<file path="src/rtl/alu_seq_pkg.sv">
// Shared definitions for alu_seq: op encodings, FSM states and the flag bundle.
// Optional multiplier is enabled by defining ALU_MUL_EN.
package alu_seq_pkg;

    localparam logic [3:0] OP_ABS = 4'd0;
    localparam logic [3:0] OP_SHL = 4'd1;
    localparam logic [3:0] OP_AND = 4'd2;
    localparam logic [3:0] OP_OR  = 4'd3;
    localparam logic [3:0] OP_XOR = 4'd4;
    localparam logic [3:0] OP_NOT = 4'd5;
    localparam logic [3:0] OP_ADD = 4'd6;
    localparam logic [3:0] OP_SUB = 4'd7;
    localparam logic [3:0] OP_MUL = 4'd8;

    typedef enum logic [1:0] {
        S_IDLE,
        S_BUSY,
        S_HOLD
    } state_e;

    typedef struct packed {
        logic carry;
        logic sign;
        logic ov;
        logic zero;
        logic err;
    } flags_t;

endpackage

</file>
<file path="src/rtl/alu_seq_mul.sv">
// Iterative unsigned shift-add multiplier: one partial product per cycle, WIDTH cycles.
// Only compiled when ALU_MUL_EN is defined.
`ifdef ALU_MUL_EN
module alu_seq_mul #(
    parameter int unsigned WIDTH = 12
) (
    input  logic               clk,
    input  logic               rst,
    input  logic               start,
    input  logic [WIDTH-1:0]   a,
    input  logic [WIDTH-1:0]   b,
    output logic               done,
    output logic [2*WIDTH-1:0] product
);
    import alu_seq_pkg::*;

    localparam int unsigned CNT_W = $clog2(WIDTH);
    localparam logic [CNT_W-1:0] LAST = CNT_W'(WIDTH - 1);

    logic                 busy_q;
    logic [CNT_W-1:0]     cnt_q;
    logic [2*WIDTH-1:0]   acc_q, mcand_q, acc_next;
    logic [WIDTH-1:0]     mplier_q;

    // Add the current shifted multiplicand when the current multiplier bit is set.
    always_comb begin
        acc_next = acc_q + (mplier_q[0] ? mcand_q : '0);
    end

    // Operand capture on start, then one shift-add step per busy cycle.
    always_ff @(posedge clk) begin
        if (rst) begin
            busy_q   <= 1'b0;
            cnt_q    <= '0;
            acc_q    <= '0;
            mcand_q  <= '0;
            mplier_q <= '0;
        end else if (start) begin
            busy_q   <= 1'b1;
            cnt_q    <= '0;
            acc_q    <= '0;
            mcand_q  <= {{WIDTH{1'b0}}, a};
            mplier_q <= b;
        end else if (busy_q) begin
            acc_q    <= acc_next;
            mcand_q  <= mcand_q << 1;
            mplier_q <= mplier_q >> 1;
            if (cnt_q == LAST) begin
                busy_q <= 1'b0;
                cnt_q  <= '0;
            end else begin
                cnt_q <= cnt_q + 1'b1;
            end
        end
    end

    // Final step's sum is presented directly so the top can latch it on the last count.
    assign done    = busy_q && (cnt_q == LAST);
    assign product = acc_next;

endmodule
`endif

</file>
<file path="src/rtl/alu_seq.sv">
// Registered ALU with valid/ready handshake and registered flags.
// Define ALU_MUL_EN to include the iterative multiplier (op 8); otherwise op 8 is illegal.
module alu_seq
    import alu_seq_pkg::*;
#(
    parameter int unsigned WIDTH = 12
) (
    input  logic             clk,
    input  logic             rst,
    input  logic             in_valid,
    output logic             in_ready,
    input  logic [3:0]       op,
    input  logic [WIDTH-1:0] a,
    input  logic [WIDTH-1:0] b,
    output logic             out_valid,
    input  logic             out_ready,
    output logic [WIDTH-1:0] z,
    output logic             carry,
    output logic             sign,
    output logic             ov,
    output logic             zero,
    output logic             err
);

    localparam logic [WIDTH-1:0] MIN_NEG = {1'b1, {(WIDTH-1){1'b0}}};

    state_e           state_q, state_d;
    logic [WIDTH-1:0] z_q, z_d, alu_z;
    flags_t           flags_q, flags_d, alu_f;
    logic [WIDTH:0]   sum;
    logic             accept;

    assign in_ready  = (state_q == S_IDLE);
    assign out_valid = (state_q == S_HOLD);
    assign accept    = in_valid && in_ready;

`ifdef ALU_MUL_EN
    logic               mul_start, mul_done;
    logic [2*WIDTH-1:0] mul_prod;
    flags_t             mul_f;

    assign mul_start = accept && (op == OP_MUL);

    alu_seq_mul #(
        .WIDTH (WIDTH)
    ) u_mul (
        .clk     (clk),
        .rst     (rst),
        .start   (mul_start),
        .a       (a),
        .b       (b),
        .done    (mul_done),
        .product (mul_prod)
    );

    // Flags for the multiplier result; overflow mirrors a non-zero high half.
    always_comb begin
        mul_f       = '0;
        mul_f.carry = |mul_prod[2*WIDTH-1:WIDTH];
        mul_f.ov    = mul_f.carry;
        mul_f.sign  = mul_prod[WIDTH-1];
        mul_f.zero  = (mul_prod[WIDTH-1:0] == '0);
    end
`endif

    // Single-cycle datapath: result and flags straight from the request operands.
    always_comb begin
        alu_z = '0;
        alu_f = '0;
        sum   = '0;
        case (op)
            OP_ABS: begin
                alu_z    = a[WIDTH-1] ? ('0 - a) : a;
                alu_f.ov = (a == MIN_NEG);
            end
            OP_SHL: begin
                alu_z       = {b[WIDTH-2:0], 1'b0};
                alu_f.carry = b[WIDTH-1];
                alu_f.ov    = b[WIDTH-1] ^ b[WIDTH-2];
            end
            OP_AND: alu_z = a & b;
            OP_OR:  alu_z = a | b;
            OP_XOR: alu_z = a ^ b;
            OP_NOT: alu_z = ~a;
            OP_ADD: begin
                sum         = {1'b0, a} + {1'b0, b};
                alu_z       = sum[WIDTH-1:0];
                alu_f.carry = sum[WIDTH];
                alu_f.ov    = (a[WIDTH-1] == b[WIDTH-1]) && (alu_z[WIDTH-1] != a[WIDTH-1]);
            end
            OP_SUB: begin
                alu_z       = a - b;
                alu_f.carry = (a < b);
                alu_f.ov    = (a[WIDTH-1] != b[WIDTH-1]) && (alu_z[WIDTH-1] != a[WIDTH-1]);
            end
            // MUL never completes here: it is either iterative or illegal.
            OP_MUL:  alu_f.err = 1'b1;
            default: alu_f.err = 1'b1;
        endcase
        alu_f.sign = alu_z[WIDTH-1];
        alu_f.zero = (alu_z == '0);
    end

    // Next-state and result-register load decisions.
    always_comb begin
        state_d = state_q;
        z_d     = z_q;
        flags_d = flags_q;
        case (state_q)
            S_IDLE: begin
                if (accept) begin
`ifdef ALU_MUL_EN
                    if (op == OP_MUL) begin
                        state_d = S_BUSY;
                    end else begin
                        z_d     = alu_z;
                        flags_d = alu_f;
                        state_d = S_HOLD;
                    end
`else
                    z_d     = alu_z;
                    flags_d = alu_f;
                    state_d = S_HOLD;
`endif
                end
            end
            S_BUSY: begin
`ifdef ALU_MUL_EN
                if (mul_done) begin
                    z_d     = mul_prod[WIDTH-1:0];
                    flags_d = mul_f;
                    state_d = S_HOLD;
                end
`else
                state_d = S_IDLE;
`endif
            end
            S_HOLD: begin
                if (out_ready) begin
                    state_d = S_IDLE;
                end
            end
            default: state_d = S_IDLE;
        endcase
    end

    // State and output registers; reset clears everything and drops any pending result.
    always_ff @(posedge clk) begin
        if (rst) begin
            state_q <= S_IDLE;
            z_q     <= '0;
            flags_q <= '0;
        end else begin
            state_q <= state_d;
            z_q     <= z_d;
            flags_q <= flags_d;
        end
    end

    assign z     = z_q;
    assign carry = flags_q.carry;
    assign sign  = flags_q.sign;
    assign ov    = flags_q.ov;
    assign zero  = flags_q.zero;
    assign err   = flags_q.err;

endmodule
</file>
<file path="config.mk">
export PLATFORM = sky130hd
export DESIGN_NAME = alu_seq
export DESIGN_NICKNAME = d
export VERILOG_FILES = /design/src/rtl/alu_seq_pkg.sv /design/src/rtl/alu_seq_mul.sv /design/src/rtl/alu_seq.sv
export SDC_FILE = /design/constraint.sdc
export NUM_CORES = 1
export LEC_CHECK = 0
export BUFFER_PORTS_ARGS = -buffer_cell sky130_fd_sc_hd__buf_4
export CAP_MARGIN = 5
export CORE_ASPECT_RATIO = 0.6
export CORE_MARGIN = 8
export CORE_UTILIZATION = 59
export DETAILED_ROUTE_END_ITERATION = 10
export PLACE_DENSITY = 0.83
export SYNTH_ARGS = -nofsm -noshare
export SYNTH_HDL_FRONTEND = slang
export SYNTH_SLANG_ARGS = --single-unit
</file>
<file path="constraint.sdc">
create_clock -name clk -period 3.4 [get_ports clk]
set_input_delay 0.51 -clock clk [delete_from_list [all_inputs] [get_ports clk]]
set_output_delay 0.51 -clock clk [all_outputs]
set_load 0.005 [all_outputs]
</file>
# ---- Yosys cells after proc, flatten, opt, wreduce, memory -nomap -nowiden
# Cells that the tools add are included.
dict set report totals {
  ff_bits 19
  word_cells 48
  output_inout_bits 19
}
dict set report op_classes {
  n_bitwise 5
  magnitude_cmp 1
  muxes 8
  eq_ne 15
  reduce_logical 9
  n_addsub 3
}
# operator count
set op_table {}
lappend op_table {{$pmux 12 s8} 1}
lappend op_table {{$eq 4x3->1 const B} 4}
lappend op_table {{$add 12x12->13} 1}
lappend op_table {{$and 12x12->12} 1}
lappend op_table {{$eq 12x12->1 const B} 1}
lappend op_table {{$logic_not 12->1} 1}
lappend op_table {{$lt 12x12->1} 1}
lappend op_table {{$mux 12} 1}
lappend op_table {{$not 12->12} 1}
lappend op_table {{$or 12x12->12} 1}
lappend op_table {{$sub 1x12->12 const A} 1}
lappend op_table {{$sub 12x12->12} 1}
lappend op_table {{$xor 12x12->12} 1}
lappend op_table {{$eq 4x2->1 const B} 2}
lappend op_table {{$reduce_or 8->1} 1}
lappend op_table {{$eq 4x1->1 const B} 1}
lappend op_table {{$logic_not 4->1} 1}
lappend op_table {{$mux 2} 2}
lappend op_table {{$ne 2x1->1 const B} 2}
lappend op_table {{$pmux 1 s4} 1}
lappend op_table {{$pmux 2 s2} 1}
lappend op_table {{$reduce_and 2->1} 2}
lappend op_table {{$logic_and 1x1->1} 3}
lappend op_table {{$ne 1x1->1} 3}
lappend op_table {{6 further kinds} 6}

# ---- Depth between registers and ports, before layout
# Gate-level depths: netlist of run 1.
dict set report logic_depth {
  word_depth 4
  mapped_depth 12
}

# ---- Least setup slack after synthesis of run 1
# OpenSTA, ideal clock, no wires.
dict set report synth_path {
  path_kind {input to register}
  start {input port a[0]}
  end {register flags_q (netlist bit zero)}
  path_stages 12
  setup_ps 60
  slack_ps 663
  arrival_time_ps 2677
  n_path_buf 0
  cell_sequence {inv_1 -> ha_1 -> inv_1 -> fa_1 -> nor2b_1 -> a211oi_1 -> a21oi_1 -> xnor2_1 -> a221oi_1 -> and4_1 -> and4_1 -> a32o_1}
}
dict set report synth_between {
  elab_chain_cells 4
  elab_cells_between_ends 10
  classes_between {add/sub (3); mux (2); bitwise (4); reduce/logical (1)}
}
# element line
set synth_rtl {}
lappend synth_rtl {{start: declaration} alu_seq.sv:13} ;# input logic [WIDTH-1:0] a,
lappend synth_rtl {{$sub 1x12->12} alu_seq.sv:73} ;# alu_z = a[WIDTH-1] ? ('0 - a) : a;
lappend synth_rtl {{$mux 12} alu_seq.sv:73}
lappend synth_rtl {{$pmux 12 s8 *} alu_seq.sv:71} ;# case (op)
lappend synth_rtl {{$logic_not 12->1 *} alu_seq.sv:101} ;# alu_f.zero = (alu_z == '0);
lappend synth_rtl {{end signal: assignment} alu_seq.sv:156} ;# flags_q <= flags_d;
lappend synth_rtl {{end: declaration} alu_seq.sv:29} ;# flags_t flags_q, flags_d, alu_f;
# Mark *: on every way between the ends. The rest lies on a longest branch, timed or not.
# A chain may end at the register's enable or synchronous reset.

# ---- Final worst setup path of run 1
# Ends and elaborated chain as after synthesis.

==> results of run 1 <==
[final cells by class]
class,count,area (um2),share of cell area
clock buffer,4,45.0,0.0125
timing repair buffer,63,473,0.132
tap,66,82.6,0.0230
sequential,17,340,0.0946
multi-input combinational,341,2500,0.697
inverter,40,150,0.0418
[sequential cells by signal (all words and copies together), names as in the netlist]
name / cells
z: 12
carry: 1
err: 1
ov: 1
state_q: 1
zero: 1
[worst register-to-register path, delay by kind of cell, from the launching register on]
family                 cells  cell delay [ps]
AND/OR/NAND/NOR            4             1030
AO/OA/AOI/OAI              2              440
flip-flops                 1              360
buffers and inverters      1              270
[through the flow]
stage / setup slack (ps) / cells / util / power [mW] / cell area, um2
floorplan: 663 / 425 / - / 0.540 / 3160
global placement: 234 / 527 / 0.696 / 0.690 / 3550
detailed placement: 176 / 527 / 0.696 / 0.697 / 3550
CTS: 406 / 531 / 0.704 / 0.848 / 3600
global route: 178 / 531 / 0.704 / 0.917 / 3600
finish: 376 / 531 / 0.704 / 0.862 / 3600
[synthesized netlist by cell type (4+ instances only)]
master / instances
a211oi_1: 18
a21oi_1: 26
a221o_1: 5
a221oi_1: 7
a31oi_1: 6
buf_2: 11
buf_6: 4
clkbuf_1: 8
dfxtp_1: 17
ha_1: 38
inv_1: 40
mux2i_1: 8
nand2_1: 31
nand2b_1: 4
nand3_1: 7
nor2_1: 39
nor2b_1: 7
nor3_1: 16
nor4_1: 4
o211a_1: 4
o211ai_1: 5
o21ai_0: 22
o21ai_1: 5
or3_1: 7
xnor2_1: 15
[report_power, final]
part           switching, mW  total, mW  internal [mW]
Sequential           0.00861      0.222          0.213
Clock                 0.0693      0.152         0.0832
Combinational          0.290      0.488          0.198
[worst min-delay path by stage]
stage | start | end | slack, ps | cells after the start
after floorplan | err$_SDFFE_PP0P_ | err$_SDFFE_PP0P_ | 450 | 2
after global routing | out_ready | state_q[1]$_SDFFE_PP0P_ | 470 | 2
after CTS | out_ready | state_q[1]$_SDFFE_PP0P_ | 460 | 2
after global placement | err$_SDFFE_PP0P_ | err$_SDFFE_PP0P_ | 440 | 2
after detailed placement | err$_SDFFE_PP0P_ | err$_SDFFE_PP0P_ | 480 | 2
final | out_ready | state_q[1]$_SDFFE_PP0P_ | 470 | 2
[kinds of logic after synthesis]
| family | Yosys count | share of synthesized area |
|---|---|---|
| AOI/OAI and AO/OA | 133 | 0.314 |
| adders and majority gates | 40 | 0.163 |
| xor gates and xnor gates | 17 | 0.0471 |
| DFF | 17 | 0.108 |
| muxes | 8 | 0.0253 |
| and+or+nand+nor | 143 | 0.243 |
| buffers and inverters | 67 | 0.100 |
[cell usage in the layout (no fill, tap or decap), drive strengths merged, types with 4 or more instances in the layout]
master | Yosys | layout
buf | 19 | 63
inv | 40 | 40
nor2 | 39 | 39
ha | 38 | 38
nand2 | 31 | 31
o21ai | 27 | 27
a21oi | 26 | 26
a211oi | 19 | 19
nor3 | 18 | 18
dfxtp | 17 | 17
xnor2 | 15 | 15
mux2i | 8 | 8
nor2b | 7 | 7
or3 | 7 | 7
a221oi | 7 | 7
nand3 | 7 | 7
a31oi | 6 | 6
a221o | 5 | 5
o211ai | 5 | 5
nor4 | 5 | 5
o31ai | 5 | 5
nand2b | 4 | 4
o211a | 4 | 4
a22oi | 4 | 4
clkbuf | 8 | 4
or2 | 4 | 4
[routing by layer]
layer	part of all wire	up-vias	wire (um)	global-route usage
met4	0.0075	2	82	0.0283
met3	0.15	14	1650	0.0952
met5	0.0013	-	14	0
met1	0.46	1601	4990	0.391
li1	-	1640	-	-
met2	0.39	240	4230	0.357
==> flow_summary.rst, run 1 <==
.. list-table::
   :header-rows: 1

   * - Metric
     - Value
   * - Status
     - complete, no violations
   * - GR Util All Layers
     - 0.265
   * - Critical Path End
     - zero$_SDFFE_PP0P_
   * - Clock transition at the register clock pins on the worst setup and hold paths after CTS
     - 70 ps
   * - Post-synthesis instance total
     - 425
   * - Data arrival time at the worst-slack endpoint
     - 3220 ps
   * - Final hold violations
     - 0
   * - Via count of the routed design
     - 3497
   * - Synthesized net count
     - 497
   * - Maximum clock path buffer count
     - 2
   * - Setup TNS
     - 0 ps
   * - Die span in x
     - 111 um
   * - Layout area overhead
     - 13.7%
   * - Number of post-CTS setup repair buffers
     - 0
   * - Worst reg2reg endpoint
     - zero$_SDFFE_PP0P_
   * - First-pass GRT wire length
     - 17.5 mm
   * - Syn Std Cell Area
     - 3160 um2
   * - Clock tree root buffer cell
     - clkbuf_8
   * - Worst-case hold slack
     - 466 ps
   * - Routed Wire Length
     - 11.0 mm
   * - Ant. Diodes
     - 0
   * - Crit-path max cell delay
     - 530 ps
   * - Final slew viol count
     - 0
   * - Half-perimeter wire length after detailed placement
     - 8.72 mm
   * - Number of unique standard cell types used by synthesis
     - 70
   * - Reg-to-Reg Start
     - state_q[1]$_SDFFE_PP0P_
   * - Clock skew after layout
     - 2.32 ps
   * - Residual overflow from global routing
     - 0
   * - Via count of the first global-routing pass
     - 3192
   * - VDD IR-drop max
     - 0.200 mV
   * - Crit path max-delay cell type
     - nor4bb_1
   * - Total number of H-tree levels
     - 1
   * - EDFF count, synth
     - 0
   * - Count of state elements after synthesis
     - 17
   * - Number of gates on the worst path with buffers counted
     - 13
   * - Cell types occupying the most area after synthesis
     - ha_1 (15%), dfxtp_1 (11%), inv_1 (4.7%)
   * - Async set-or-reset flop fraction in the synthesized netlist
     - 0
   * - Slew at the pin closest to its max-slew limit
     - 856 ps
   * - Antenna Nets Post-Route
     - 0
   * - CTS tree
     - built
   * - Startpoint of the worst setup timing path
     - a[0]
   * - Number of synthesis warnings
     - 0
   * - Number of remaining DRC errors
     - 0
   * - Proportion of synthesized chip area in sequential cells
     - 0.108
   * - Pin count of the biggest net entering global routing
     - 36
   * - Area of the core
     - 5100 um2
   * - Total buffers and inverters traversed by the critical path
     - 3
   * - Final period demand of the worst path
     - 3020 ps
   * - # hold bufs at CTS
     - 0
   * - Largest area contributor in the synthesized netlist
     - ha_1
   * - Gate family responsible for the most delay along the worst path
     - simple AND/OR/NAND/NOR gates
   * - Kind of start point of the critical path
     - input pin
   * - # IOs
     - 51
   * - Row cnt
     - 20
   * - Final-layout fill cell count
     - 442
   * - CP Max Fanout
     - 4
   * - Nets
     - 538
   * - Placer Congestion
     - 1.10
   * - Most instantiated flip-flop cell in the synthesis netlist
     - dfxtp_1
   * - Initial Util
     - 0.620
   * - Via/cell ratio
     - 6.59
   * - Count of TritonRoute iterations in the first routing pass
     - 6
   * - Slew HR
     - 0.427
   * - Total CTS buffers
     - 3
   * - Number of gates given a new drive strength after cts
     - 0
   * - Antenna violations before repair
     - 1
   * - Leak
     - 1.60 nW
   * - Fraction of final layout cells with drive strength greater than 1
     - 0.178
   * - Highest attainable clock frequency
     - 0.331 GHz
   * - Worst Path Required
     - 3600 ps
   * - IO buf count
     - 50
   * - Part of the cycle the worst path needs
     - 0.889
   * - Tightest Hold Check Type
     - in2reg
   * - Post-detailed-route wirelength per cell
     - 20.6 um
   * - Max-Cap Viols
     - 0
   * - Type of element capturing the critical path
     - flip-flop
   * - Final setup violation count
     - 0
   * - Clk Latency, worst-skew pair
     - 250 ps
   * - CTS Sinks
     - 17
   * - Die area
     - 8040 um2
   * - Cells along the critical path
     - buf_4, inv_1, ha_1, inv_1, fa_1, mux2i_1, xnor2_1, nor2_1, nor3_1, nor4bb_1, and4_1, and4_1, a32o_1
   * - Synth top area share
     - 0.150
   * - First-iteration detailed-routing DRC count
     - 471
   * - R2r worst-path depth
     - 7
   * - Post-Synthesis Mean Instance Area
     - 7.44 um2
   * - Die Height
     - 72.7 um
   * - Total power density per cell area
     - 240 nW/um2
   * - Setup repair after global routing missed its margin
     - false
   * - R2R Setup Slk
     - 1240 ps
   * - Start-to-end type of the worst setup path
     - in2reg
Note: power is estimated with default switching activity, not from simulation.
==> inputs of run 2 (changes only) <==
--- a/config.mk
+++ b/config.mk
@@ -10,8 +10,10 @@
 export CORE_ASPECT_RATIO = 0.6
 export CORE_MARGIN = 8
 export CORE_UTILIZATION = 59
+export CTS_BUF_LIST = sky130_fd_sc_hd__clkbuf_16
 export DETAILED_ROUTE_END_ITERATION = 10
 export PLACE_DENSITY = 0.83
+export RECOVER_POWER = 25
 export SYNTH_ARGS = -nofsm -noshare
 export SYNTH_HDL_FRONTEND = slang
 export SYNTH_SLANG_ARGS = --single-unit
==> flow_summary.rst, run 2 (synthesis gave the netlist of run 1 again) <==
.. list-table::
   :header-rows: 1

   * - Metric
     - Value
   * - First-pass GRT wire length
     - 17.6 mm (+0.59%)
   * - Pin count of the biggest net entering global routing
     - 36 (unchanged)
   * - Clk Latency, worst-skew pair
     - 250 ps (about the same)
   * - Ant. Diodes
     - 0 (unchanged)
   * - Row cnt
     - 20 (unchanged)
   * - Worst-case hold slack
     - 468 ps (+2.20 ps)
   * - Final-layout fill cell count
     - 434 (-1.8%)
   * - Placed Instance Area
     - 3550 um2 (unchanged)
   * - Clock skew after layout
     - 3.30 ps (+0.984 ps)
   * - Cell Int Power
     - 0.565 mW (+14%)
   * - Clock group share of total power
     - 0.249 (+0.072)
   * - Setup TNS
     - 0 ps (unchanged)
   * - R2r worst-path depth
     - 7 (unchanged)
   * - Slew HR
     - 0.422 (-0.00486)
   * - Part of the cycle the worst path needs
     - 0.898 (+0.00884)
   * - Area of the core
     - 5100 um2 (unchanged)
   * - Leak
     - 1.60 nW (+0.35%)
   * - Hold path startpoint
     - out_ready
   * - # IOs
     - 51 (unchanged)
   * - Residual overflow from global routing
     - 0 (unchanged)
   * - Clock transition at the register clock pins on the worst setup and hold paths after CTS
     - 50 ps (-20 ps)
   * - CTS tree
     - built
   * - Type of element capturing the critical path
     - flip-flop
   * - Setup repair after global routing missed its margin
     - false
   * - Total CTS buffers
     - 3 (unchanged)
   * - Final hold violations
     - 0 (unchanged)
   * - Sequential power share
     - 0.235 (-0.022)
   * - Total power density per cell area
     - 261 nW/um2 (+8.7%)
   * - Psw
     - 0.378 mW (+2.7%)
   * - First-iteration detailed-routing DRC count
     - 528 (+12%)
   * - Die span in x
     - 111 um (unchanged)
   * - Data arrival time at the worst-slack endpoint
     - 3240 ps (+20 ps)
   * - Most frequent standard cell in the layout excluding fill and tap cells
     - buf_4
   * - Cell total after placement
     - 527 (unchanged)
   * - # hold bufs at CTS
     - 0 (unchanged)
   * - R2R Setup Slk
     - 1220 ps (-20 ps)
   * - Kind of start point of the critical path
     - input pin
   * - IO buf count
     - 50 (unchanged)
   * - CTS Sinks
     - 17 (unchanged)
   * - Sum of internal, switching and leakage power
     - 0.943 mW (+9.4%)
   * - Combinational share of power
     - 0.516 (-0.050)
   * - Fraction of final layout cells with drive strength greater than 1
     - 0.172 (-0.00645)
   * - Via count of the first global-routing pass
     - 3205 (+0.41%)
   * - Highest attainable clock frequency
     - 0.327 GHz (-0.98%)
   * - Initial Util
     - 0.620 (unchanged)
   * - Final period demand of the worst path
     - 3050 ps (+30.0 ps)
   * - Commonest cells after routing, fill and taps aside
     - buf_4 (56), inv_1 (41), nor2_1 (39)
   * - Number of post-CTS setup repair buffers
     - 0 (unchanged)
   * - Worst reg2reg endpoint
     - zero$_SDFFE_PP0P_
   * - Reg-to-Reg Start
     - state_q[1]$_SDFFE_PP0P_
   * - VDD IR-drop max
     - 0.162 mV (-19%)
   * - Maximum clock path buffer count
     - 2 (unchanged)
   * - Post-route cell area
     - 3620 um2 (+0.63%)
   * - Number of gates given a new drive strength after cts
     - 0 (unchanged)
   * - Via/cell ratio
     - 6.59 (about the same)
   * - Half-perimeter wire length after detailed placement
     - 8.72 mm (unchanged)
   * - Total number of H-tree levels
     - 1 (unchanged)
   * - Count of TritonRoute iterations in the first routing pass
     - 6 (unchanged)
   * - Final instance count without filler cells
     - 531 (unchanged)
   * - Slew at the pin closest to its max-slew limit
     - 863 ps (+7.25 ps)
   * - Largest register FFs
     - 12 (unchanged)
   * - Worst-case hold path end point
     - state_q[1]$_SDFFE_PP0P_
   * - Nets
     - 538 (unchanged)
   * - Share of the core filled with cells in the final layout
     - 0.709 (+0.00441)
   * - Number of remaining DRC errors
     - 0 (unchanged)
   * - Die area
     - 8040 um2 (unchanged)
   * - Via count of the routed design
     - 3498 (+0.029%)
   * - Layout area overhead
     - 14.4%
   * - Antenna Nets Post-Route
     - 0 (unchanged)
   * - Net Sw Frac
     - 0.400 (-0.0260)
   * - Final slew viol count
     - 0 (unchanged)
   * - Status
     - complete, no violations
   * - Antenna violations before repair
     - 1 (unchanged)
   * - Start-to-end type of the worst setup path
     - in2reg
   * - Clock tree root buffer cell
     - clkbuf_16
   * - Placer Congestion
     - 1.10 (unchanged)
   * - Post-detailed-route wirelength per cell
     - 20.8 um (+0.66%)
   * - Worst Path Required
     - 3590 ps (about the same)
   * - Final setup margin
     - 346 ps (-30.0 ps)
   * - Setup Slack @ Placement
     - 176 ps (unchanged)
   * - Die Height
     - 72.7 um (unchanged)
   * - Routed Wire Length
     - 11.0 mm (+0.66%)
   * - WHS Path Cells
     - 2 (unchanged)
   * - Final setup violation count
     - 0 (unchanged)
   * - Tightest Hold Check Type
     - in2reg
   * - CP Max Fanout
     - 4 (unchanged)
   * - GR Util All Layers
     - 0.267 (+0.00212)
   * - Max-Cap Viols
     - 0 (unchanged)
run 2: changes by cell type in the layout (fill, tap and decap cells not counted):
cell,previous run,this run
buf_4,63,56
clkbuf_1,1,3
clkbuf_16,0,3
clkbuf_4,0,4
clkbuf_8,3,0
inv_1,40,41
run 2: area by class of cell:
class | instances | area (um2) | share of cell area
Multi-Input combinational cell | 341 | 2500 | 0.692
Clock inverter | 1 | 3.75 | 0.00104
Inverter | 40 | 150 | 0.0415
Tap cell | 66 | 82.6 | 0.0228
Clock buffer | 3 | 75.1 | 0.0207
Timing Repair Buffer | 63 | 462 | 0.128
Sequential cell | 17 | 340 | 0.0941
run 2: power groups by stage:
| stage | sequential [mW] | combinational, mW | clock [mW] |
|---|---|---|---|
| finish | 0.222 | 0.487 | 0.234 |
| global route | 0.224 | 0.525 | 0.249 |
| CTS | 0.222 | 0.474 | 0.237 |
| detailed placement | 0.226 | 0.471 | 0 |
| global placement | 0.225 | 0.465 | 0 |
| floorplan | 0.226 | 0.314 | 0 |
run 2: how the worst max path moves through the flow:
| stage | start | to | slack [ps] | depth (start not counted) |
|---|---|---|---|---|
| detailed placement | a[0] | zero$_SDFFE_PP0P_ | 180 | 13 |
| floorplan | a[0] | zero$_SDFFE_PP0P_ | 660 | 12 |
| global route | a[0] | zero$_SDFFE_PP0P_ | 170 | 13 |
| finish | a[0] | zero$_SDFFE_PP0P_ | 350 | 13 |
| global placement | a[0] | zero$_SDFFE_PP0P_ | 230 | 13 |
| CTS | a[0] | zero$_SDFFE_PP0P_ | 400 | 13 |
run 2: routing by layer:
metal,vias up,track usage,share of wire
li1,1644,-,-
met1,1594,0.391,0.46
met2,238,0.364,0.39
met3,20,0.0911,0.14
met4,2,0.0372,0.011
met5,-,0,0.0013
run 2: worst max-delay path, cell delays in order:
cell	delay (ps)
buf_4	120
inv_1	110
ha_1	200
inv_1	60
fa_1	380
mux2i_1	190
xnor2_1	140
nor2_1	50
nor3_1	260
nor4bb_1	550
and4_1	290
and4_1	190
a32o_1	170
